--- config.mk ---
export PLATFORM = sky130hd
export DESIGN_NAME = sdram_bus_arbiter
export DESIGN_NICKNAME = d
export VERILOG_FILES = /design/src/rtl/sdram_bus_arbiter.sv
export SDC_FILE = /design/constraint.sdc
export NUM_CORES = 1
export LEC_CHECK = 0
export ABC_AREA = 1
export CORE_MARGIN = 4
export CORE_UTILIZATION = 38
export CTS_BUF_LIST = sky130_fd_sc_hd__clkbuf_8
export DETAILED_ROUTE_END_ITERATION = 6
export HOLD_SLACK_MARGIN = 0.12
export PLACE_DENSITY_LB_ADDON = 0.25
export SLEW_MARGIN = 20
export SYNTH_ARGS = -nofsm -noshare
export SYNTH_HDL_FRONTEND = slang
export SYNTH_SLANG_ARGS = --single-unit
--- constraint.sdc ---
create_clock -name clk -period 1.4 [get_ports clk]
set_clock_uncertainty 0.05 [all_clocks]
set_input_delay 0.14 -clock clk [delete_from_list [all_inputs] [get_ports clk]]
set_output_delay 0.14 -clock clk [all_outputs]
set_load 0.02 [all_outputs]
--- src/rtl/sdram_bus_arbiter.sv ---
// Two-master arbiter in front of one SDRAM controller port.
// Registered request, one-cycle ready pulse, watchdog timeout.
module sdram_bus_arbiter #(
  parameter int          ADDR_W     = 24,
  parameter bit          FIXED_PRIO = 1'b0,
  parameter int          TIMEOUT    = 1023,
  parameter logic [31:0] ERR_RDATA  = 32'hDEADBEEF
) (
  input  logic              clk,
  input  logic              reset,
  input  logic              m0_valid,
  output logic              m0_ready,
  input  logic [ADDR_W-1:0] m0_addr,
  input  logic [3:0]        m0_wstrb,
  input  logic [31:0]       m0_wdata,
  output logic [31:0]       m0_rdata,
  input  logic              m1_valid,
  output logic              m1_ready,
  input  logic [ADDR_W-1:0] m1_addr,
  input  logic [3:0]        m1_wstrb,
  input  logic [31:0]       m1_wdata,
  output logic [31:0]       m1_rdata,
  output logic              s_valid,
  input  logic              s_ready,
  output logic [ADDR_W-1:0] s_addr,
  output logic [3:0]        s_wstrb,
  output logic [31:0]       s_wdata,
  input  logic [31:0]       s_rdata,
  output logic [1:0]        grant,
  output logic              err
);

  localparam int CW = $clog2(TIMEOUT + 1);

  typedef enum logic [1:0] {
    IDLE = 2'd0,
    BUSY = 2'd1,
    RESP = 2'd2
  } state_t;

  state_t        state;
  state_t        state_nx;
  logic          last;
  logic [CW-1:0] cnt;
  logic          any_req;
  logic          pick1;
  logic          tmo;

  // last holds the index of the current/most recent owner
  assign any_req = m0_valid | m1_valid;
  assign pick1   = m1_valid &
                   (~m0_valid | (~FIXED_PRIO & ~last));
  assign tmo     = (cnt == CW'(TIMEOUT - 1));

  // State register
  always_ff @(posedge clk) begin
    if (reset) state <= IDLE;
    else       state <= state_nx;
  end

  // Next-state: request -> wait for controller/watchdog -> ready pulse
  always_comb begin
    state_nx = state;
    unique case (state)
      IDLE:    if (any_req)       state_nx = BUSY;
      BUSY:    if (s_ready | tmo) state_nx = RESP;
      RESP:    state_nx = IDLE;
      default: state_nx = IDLE;
    endcase
  end

  // Handshake outputs decoded from state and owner
  always_comb begin
    s_valid  = (state == BUSY);
    m0_ready = (state == RESP) & ~last;
    m1_ready = (state == RESP) &  last;
    grant    = 2'b00;
    if (state != IDLE) grant = last ? 2'b10 : 2'b01;
  end

  // Request latch, response capture, watchdog counter and sticky error
  always_ff @(posedge clk) begin
    if (reset) begin
      last     <= 1'b1;
      s_addr   <= '0;
      s_wstrb  <= '0;
      s_wdata  <= '0;
      m0_rdata <= '0;
      m1_rdata <= '0;
      err      <= 1'b0;
      cnt      <= '0;
    end else begin
      unique case (state)
        IDLE: begin
          cnt <= '0;
          if (any_req) begin
            last    <= pick1;
            s_addr  <= pick1 ? m1_addr  : m0_addr;
            s_wstrb <= pick1 ? m1_wstrb : m0_wstrb;
            s_wdata <= pick1 ? m1_wdata : m0_wdata;
          end
        end
        BUSY: begin
          cnt <= cnt + 1'b1;
          if (s_ready) begin
            if (last) m1_rdata <= s_rdata;
            else      m0_rdata <= s_rdata;
          end else if (tmo) begin
            if (last) m1_rdata <= ERR_RDATA;
            else      m0_rdata <= ERR_RDATA;
            err <= 1'b1;
          end
        end
        default: cnt <= '0;
      endcase
    end
  end

endmodule

==> impl_metrics.tcl, run 1 <==
set metrics [dict create \
    fp.dieArea_um2 18000 \
    fp.dieW_um 134 \
    path_class "reg -> reg" \
    status "finished with violations" \
    min_path_type "in -> reg" \
    avgSynthCellArea_um2 7.27 \
    num_vias 6919 \
    rsz0062_at_grt "true" \
    clock_power_share_pct 30.4 \
    area_growth_pct 81.2 \
    syn_area_um2 6040 \
    ys_types 30 \
    rows 45 \
    yosysSeqAreaShare_pct 45.7 \
    place.port_buffers 286 \
    multi_input_area_um2 3120 \
    hpwl_um 14700 \
    hold_ws_ps 197 \
    final_common_cell "nand2_1" \
    finalNetCount 1314 \
    synth_top_area_cell "dfxtp_1" \
    synth_xor_area_share_pct 0.145 \
    chipHeight_um 134 \
    ant_nets 0 \
    cts_root_buf "clkbuf_8" \
    finalMaxSlewViolations 0 \
    cts.sinks 138 \
    holdCritStartpoint "m1_addr[22]" \
    cp_max_fo 7 \
    drive_above_1_share_pct 22.5 \
    clk_latency_ps 440 \
    yosys_warnings 0 \
    finalCritPeriodShare_pct 106 \
    post-route-min-period_ps 1490 \
    grt.overflow.total 0 \
    worst_slack_ps -90.4 \
    violations "negative setup slack" \
    regToRegSetupSlack_ps -90 \
    syn_nets 990 \
    initial_core_util_pct 39.3 \
    core-area_um2 15400 \
    io_pins 287 \
    seqPwrFrac_pct 38.1 \
    switchingPower_mw 3.75 \
    clock_path_buffers 2 \
    clk_pin_slew_ps 80 \
    synthAdderAreaFrac_pct 0.414 \
    drt_iter0_drc 450 \
    firstDrtPassIters 5 \
    cts_made_buffers 17 \
    internal_power_mw 8.06 \
    drc_errors 0 \
    synth_top_family_by_area "simple AND/OR/NAND/NOR gates" \
    required_ps 1690 \
    place_ws_ps -168 \
    ctsHtreeMaxLevel 4 \
    setup_violations 102 \
    grtUsageTotal_pct 22.9 \
    syn_inst 831 \
    gp_congestion 0.844 \
    synth_compound_area_share_pct 17.8 \
    synth_seq_cells 138 \
    synth_area_leaders "dfxtp_1, nand2_1, inv_1" \
    final_util_pct 71.2 \
    final-hold-violation-count 0 \
    cp-end-kind "flop" \
    drt-total-wl_um 23400 \
    grt_max_degree 57 \
    final_cell_mix "nand2_1, clkdlybuf4s50_1, dfxtp_1, inv_1, dlygate4sd2_1" \
    worstPathArrival_ps 1780 \
    worst_pin_slew_ps 341 \
    p_leak_nw 4.82 \
    num_antenna_cells 0 \
    combPwrFrac_pct 31.5 \
    antenna_found_initial 0 \
    r2r-start "state[1]" \
    fmax_mhz 671 \
    cap_violations 0 \
    maxSlewHeadroom_pct 77.3 \
    seq_area_um2 2770 \
    synth.area.mux_share_pct 0 \
    cp-start-kind "flop" \
    power_density_nw_per_um2 1080 \
    ir_worst_vdd_mv 0.522 \
    crit_start "state[1]" \
    grt_pass1_wl_um 32600 \
    swShare_pct 31.7 \
    yosys.area_share.simple_pct 24.1 \
    routedWlPerCell_um 17.0 \
    grt_pass1_vias 6342 \
    synth_top_cell_area_share_pct 45.7 \
    routed_via_density 5.02 \
    cts_tree "yes" \
    fillers 1197 \
]
kinds of logic after synthesis:
family / Yosys count
AND/OR/NAND/NOR: 333
AO/OA/AOI/OAI: 182
buffers and inverters: 175
flip-flops: 138
adder cells (fa/ha/maj): 2
XOR/XNOR: 1
path summary, 6_finish.rpt:
path | to | cells past startpoint
max | m0_rdata[17] | 7
min | s_addr[22] | 3
max reg2reg | m0_rdata[17] | 7
min reg2reg | m1_rdata[0] | 2
timing repair:
item / CTS / global route
hold buffers: 1 / 0
hold endpoints to repair: 2 / 0
setup endpoints to repair: 251 / 161
setup buffers: 10 / 6
cloned: 5 / 15
pin swaps: 4 / 20
gates resized for setup: 190 / 203
layout make-up:
class                   count  area share [%]
multi-input cells         518            28.6
clock buffers              19            2.39
repair buffers            369            35.8
clock inverters            12            1.59
inverters                 111            3.89
flip-flops and latches    138            25.3
well taps                 211            2.41
cell usage after synthesis (all sizes together):
library cell	count
a21oi	57
a31oi	60
buf	32
clkbuf	32
clkinv	1
dfxtp	138
ha	2
inv	110
nand2	224
nand3	6
nand3b	1
nand4	50
nor2	46
nor3	3
nor3b	2
o21a	2
o21ai	62
o21bai	1
or2	1
xor2	1
power groups by stage:
stage	Sequential, mW	Clock [mW]	Combinational [mW]
6_report	4.50	3.59	3.71
4_1_cts	4.46	3.64	3.05
2_1_floorplan	4.95	0	1.01
3_5_place_dp	4.55	0	3.01
3_3_place_gp	4.55	0	2.99
5_1_grt	4.54	3.83	3.93
per-stage QoR:
stage	total power, mW	cell area (um^2)	TNS (ps)	instances
5_1_grt	12.3	10900	-11220	1378
6_report	11.8	10900	-4030	1378
3_5_place_dp	7.56	9450	-9560	1313
2_1_floorplan	5.96	6060	0	831
4_1_cts	11.1	10000	-2480	1360
3_3_place_gp	7.53	9450	-7130	1313
registers in the layout (all words and copies together), names as in the netlist:
register  flops
err           1
s_wstrb       4
last          1
s_wdata      32
m1_rdata     32
cnt          10
state         2
m0_rdata     32
s_addr       24
worst max-delay path, stage by stage (launching register included):
cell and delay (ps):
dfxtp_4 360, buf_6 110, nor2_4 190, buf_6 180, nand3_4 140, clkbuf_16 210
nor2_1 100, nor2_1 50
layer usage:
metal  part of all wire (%)  track usage, %
met5                      0               0
met4                    2.8            7.64
met2                     51            39.1
met1                     38            26.3
met3                    8.8            9.15
Power figures use the tool's default switching activity.
==> inputs of run 2 (changes only) <==
CELL_PAD_IN_SITES_DETAIL_PLACEMENT = 1   (was unset)
CELL_PAD_IN_SITES_GLOBAL_PLACEMENT = 2   (was unset)
CORE_UTILIZATION = 20   (was 38)
PLACE_DENSITY_LB_ADDON = 0.08   (was 0.25)
==> run 2 against run 1 <==
The flow still finishes with violations (negative setup slack); maximum frequency fell by 3.4%; setup slack worse by 52 ps; clock power shrank 6.1%; sequential power barely moved; power increased by 0.34%; critical path type unchanged.
==> impl_metrics.tcl, run 2 (synthesis gave the netlist of run 1 again) <==
set metrics [dict create \
    violations "negative setup slack" \
    status "finished with violations" \
    hpwl_um 17700 \
    path_class "reg -> reg" \
    drive_above_1_share_pct 24.8 \
    clock_path_buffers 2 \
    final-hold-violation-count 0 \
    chipHeight_um 182 \
    seqPwrFrac_pct 38.0 \
    required_ps 1670 \
    finalCritPeriodShare_pct 110 \
    finalMaxSlewViolations 0 \
    top_regs "m0_rdata (32), m1_rdata (32), s_wdata (32)" \
    hold_ws_ps 196 \
    grt.overflow.total 0 \
    place.port_buffers 286 \
    core-area_um2 29700 \
    crit_slowest_cell "dfxtp_2" \
    clk_latency_ps 430 \
    min_path_type "in -> reg" \
    cts_root_buf "clkbuf_8" \
    ir_worst_vdd_mv 0.422 \
    grt_pass1_vias 7166 \
    grt_pass1_wl_um 41900 \
    initial_core_util_pct 20.3 \
    num_vias 6809 \
    clock_power_share_pct 28.5 \
    setup_violations 124 \
    critPathTopFamily "buffers and inverters" \
    internal_power_mw 7.77 \
    drc_errors 0 \
    path_cells "inv_4, nand2_4, buf_6, nor2_4, buf_12, buf_16, clkbuf_16, a31oi_4" \
    cts_tree "yes" \
    fp.dieArea_um2 33000 \
    fmax_mhz 648 \
    routed_via_density 4.33 \
    wl_met2_um 14700 \
    combPwrFrac_pct 33.6 \
    worst_pin_slew_ps 371 \
    instances_no_fill 1571 \
    p_leak_nw 4.85 \
    routedWlPerCell_um 18.6 \
    drt-total-wl_um 29200 \
    dp_cells 1491 \
    slowest_delay_ps 340 \
    wl_met1_um 11700 \
    final_common_cell "nand2_1" \
    worstPathArrival_ps 1810 \
    rsz0062_at_grt "true" \
    ctsHtreeMaxLevel 4 \
    switchingPower_mw 4.07 \
    cts_made_buffers 17 \
    design_area_um2 11400 \
    final_cell_mix "nand2_1, clkdlybuf4s50_1, dfxtp_1, inv_1, dlygate4sd2_1" \
    num_antenna_cells 0 \
    grtUsageTotal_pct 16.1 \
    clk_pin_slew_ps 110 \
    cp-end-kind "flop" \
    ant_nets 0 \
    placed_cell_area_um2 9630 \
    drt_iter0_drc 190 \
    topRoutingLayerUsed "met5" \
    post-route-min-period_ps 1540 \
    maxSlewHeadroom_pct 75.2 \
    cp_max_fo 8 \
    rows 63 \
    fin_setup_tns_ps -8660 \
    finalNetCount 1327 \
    grt_max_degree 55 \
    firstDrtPassIters 4 \
    final_util_pct 38.2 \
    power_density_nw_per_um2 1040 \
    antenna_found_initial 2 \
    fp.dieW_um 182 \
    path_buf_inv 5 \
    worst_slack_ps -142 \
    cts.sinks 138 \
    area_growth_pct 88.0 \
    swShare_pct 34.4 \
    cp-start-kind "flop" \
    cap_violations 0 \
    gp_congestion 0.712 \
    wl_met3_um 2500 \
    io_pins 287 \
]
## run 2: final cells by class
cell class / count / area (um^2)
clock inverter: 15 / 150
inverter: 111 / 433
clock buffer: 17 / 234
fill: 3489 / 18400
tap: 390 / 488
timing repair buffer: 382 / 4170
sequential: 138 / 2770
multi-input combinational: 518 / 3100
## run 2: path summary, 6_finish.rpt
kind                 from          end  slack (ps)  depth (start not counted)
max              state[0]   s_wdata[4]        -140                          8
min reg2reg   m0_rdata[3]  m0_rdata[3]         390                          2
max reg2reg      state[0]   s_wdata[4]        -140                          8
min          m1_wdata[29]  s_wdata[29]         200                          3
## run 2: worst reg2reg max path, delay by kind of cell (launching register included)
| family | cells | cell delay (ps) |
|---|---|---|
| buf+inv | 5 | 740 |
| flops | 1 | 340 |
| simple gates | 2 | 220 |
| compound gates | 1 | 80 |
## run 2: per-layer routing
| layer | global-route usage [%] | up-vias |
|---|---|---|
| met3 | 6.95 | 19 |
| met2 | 27.9 | 210 |
| li1 | - | 3391 |
| met5 | 0 | - |
| met4 | 2.88 | 4 |
| met1 | 18.5 | 3185 |
## run 2: power groups by stage
stage	logic, mW	clock network [mW]	registers (mW)
2_1_floorplan	1.01	0	4.95
3_3_place_gp	3.10	0	4.55
3_5_place_dp	3.10	0	4.55
4_1_cts	3.35	3.54	4.46
5_1_grt	4.26	3.67	4.55
6_report	3.97	3.37	4.50
## run 2: stage by stage
step / total power, mW / worst slack [ps]
after floorplan: 5.96 / 2.88
after global placement: 7.65 / -247
after detailed placement: 7.65 / -283
after CTS: 11.3 / -110
after global routing: 12.5 / -260
final: 11.8 / -142
## run 2: timing repair
item / 4_1_cts / 5_1_grt
endpoints found under the setup margin: 253 / 179
setup buffers: 11 / 8
endpoints found under the hold margin: 2 / 0
cloned: 11 / 17
gates resized for setup: 209 / 220
pin swaps: 5 / 11
hold buffers: 1 / 0
==> inputs of run 3 (changes only) <==
CORE_ASPECT_RATIO = 0.7   (was unset)
==> run 3 against run 2 <==
The run still ends with negative setup slack left; combinational power is 3% lower; worst hold slack lost 23 ps; sequential power is essentially flat; highest routed layer is now met4; final area is 1.5% lower; critical path depth grew 1; power up 0.82%.
==> impl_metrics.tcl, run 3 (synthesis gave the netlist of run 1 again) <==
set metrics [dict create \
    min_path_type "in -> reg" \
    r2r-start "cnt[0]" \
    grtUsageTotal_pct 16.9 \
    routed_via_density 4.28 \
    finalNetCount 1329 \
    final-hold-violation-count 0 \
    fp.dieW_um 216 \
    core-area_um2 29300 \
    crit_slowest_cell "dfxtp_2" \
    status "finished with violations" \
    whs_endpoint "s_wdata[13]" \
    grt_pass1_vias 7076 \
    worst_pin_slew_ps 357 \
    post-route-min-period_ps 1540 \
    cp-end-kind "flop" \
    worst_slack_ps -140 \
    rsz0062_at_grt "true" \
    p_leak_nw 4.69 \
    cap_violations 0 \
    placed_cell_area_um2 9810 \
    fmax_mhz 650 \
    holdCritStartpoint "m0_wdata[13]" \
    finalCritPeriodShare_pct 110 \
    slowest_delay_ps 330 \
    r2r_end "m1_rdata[26]" \
    power_density_nw_per_um2 1070 \
    seq_area_um2 2780 \
    r2r_cells 9 \
    top_regs "m0_rdata (32), m1_rdata (32), s_wdata (32)" \
    antenna_found_initial 1 \
    chipHeight_um 153 \
    violations "negative setup slack" \
    cts_made_buffers 17 \
    initial_core_util_pct 20.6 \
    maxSlewHeadroom_pct 76.2 \
    clk_pin_slew_ps 80 \
    place.port_buffers 286 \
    drt-total-wl_um 28700 \
    final_common_cell "nand2_1" \
    num_vias 6800 \
    fillers 3475 \
    cp_max_fo 10 \
    fp.dieArea_um2 33100 \
    path_class "reg -> reg" \
    multi_input_area_um2 3090 \
    cts.sinks 138 \
    place_ws_ps -234 \
    ctsHtreeMaxLevel 4 \
    worstPathArrival_ps 1900 \
    final_cell_mix "nand2_1, clkdlybuf4s50_1, dfxtp_1, inv_1, clkbuf_2" \
    routedWlPerCell_um 18.1 \
    grt_max_degree 51 \
    clock_path_buffers 2 \
    design_area_um2 11200 \
    path_cells "inv_2, ha_4, nand3_2, nor2_2, nand2_2, nand2_4, nand3_4, bufbuf_16, a21oi_1" \
    instances_no_fill 1589 \
    grt_pass1_wl_um 43500 \
    path_buf_inv 2 \
    hpwl_um 18900 \
    gp_congestion 0.749 \
    drc_errors 0 \
    cts_root_buf "clkbuf_8" \
    io_pins 287 \
    ir_worst_vdd_mv 0.496 \
    ant_nets 0 \
    rows 52 \
    critPathTopFamily "simple AND/OR/NAND/NOR gates" \
    dp_cells 1519 \
    required_ps 1760 \
    setup_violations 128 \
    cp-start-kind "flop" \
    finalMaxSlewViolations 0 \
    regToRegSetupSlack_ps -140 \
    drt_iter0_drc 245 \
    hold_depth 3 \
    firstDrtPassIters 4 \
    cts_tree "yes" \
    grt.overflow.total 0 \
    clk_latency_ps 480 \
    area_growth_pct 85.3 \
    drive_above_1_share_pct 32.0 \
]
## run 3: changes by cell type in the layout (fill, tap and decap cells not counted), moves of 9 or more
cell             delta
clkdlybuf4s15_1    -23
nand2_1            +10
clkbuf_2           +47
dlygate4sd2_1      -57
clkbuf_16           -9
clkdlybuf4s15_2    +25
o21ai_2            +16
nand2_2            -11
o21ai_0            -24
## run 3: worst max-delay path by stage
stage / to / from / cells past startpoint
floorplan: m1_rdata[10] / cnt[0] / 10
global placement: s_wdata[7] / m0_valid / 7
detailed placement: s_addr[14] / m0_valid / 7
CTS: m0_ready / state[0] / 3
global route: m0_rdata[22] / cnt[0] / 11
finish: m1_rdata[26] / cnt[0] / 9
## run 3: cell type report
class	instances	share of cell area [%]
Clock inverter	8	0.805
Sequential cell	138	24.8
Antenna cell	1	0.0224
Tap cell	405	4.53
Multi-Input combinational cell	518	27.6
Clock buffer	24	2.95
Inverter	111	3.82
Timing Repair Buffer	384	35.4
## run 3: worst reg2reg max path, delay by kind of cell, from the launching register on
family	cells	cell delay (ps)
flops	1	330
buf+inv	2	380
simple gates	5	480
compound gates	1	110
fa+ha+maj	1	130
## run 3: report_power, final
group	internal [mW]	switching, mW	total, mW
clock network	1.90	1.68	3.57
logic	1.83	2.02	3.85
registers	4.29	0.233	4.52
## run 3: stage by stage
step                      hold slack [ps]  power [mW]  utilization [%]  setup TNS [ps]
after global routing                  132        12.6             38.1          -23000
after CTS                             127        11.9             37.5          -10410
final                                 173        11.9             38.1          -10060
after detailed placement              389        7.77             33.4          -18720
after global placement                383        7.76             33.4          -17120
after floorplan                       159        5.96                -               0
## run 3: timing repair
action                     4_1_cts  5_1_grt
resized for setup              392      234
setup endpoints to repair      251      221
hold buffers                     1        0
hold endpoints to repair         2        0
pin swaps                        4        9
gates cloned                    13        6
setup buffers                   18        7
## run 3: per-layer routing
layer	routed length [um]	track usage, %	up-vias
met5	0	0	-
met3	1490	5.26	23
met1	13300	22.3	3250
met4	345	4.45	0
li1	-	-	3395
met2	13500	27.1	132
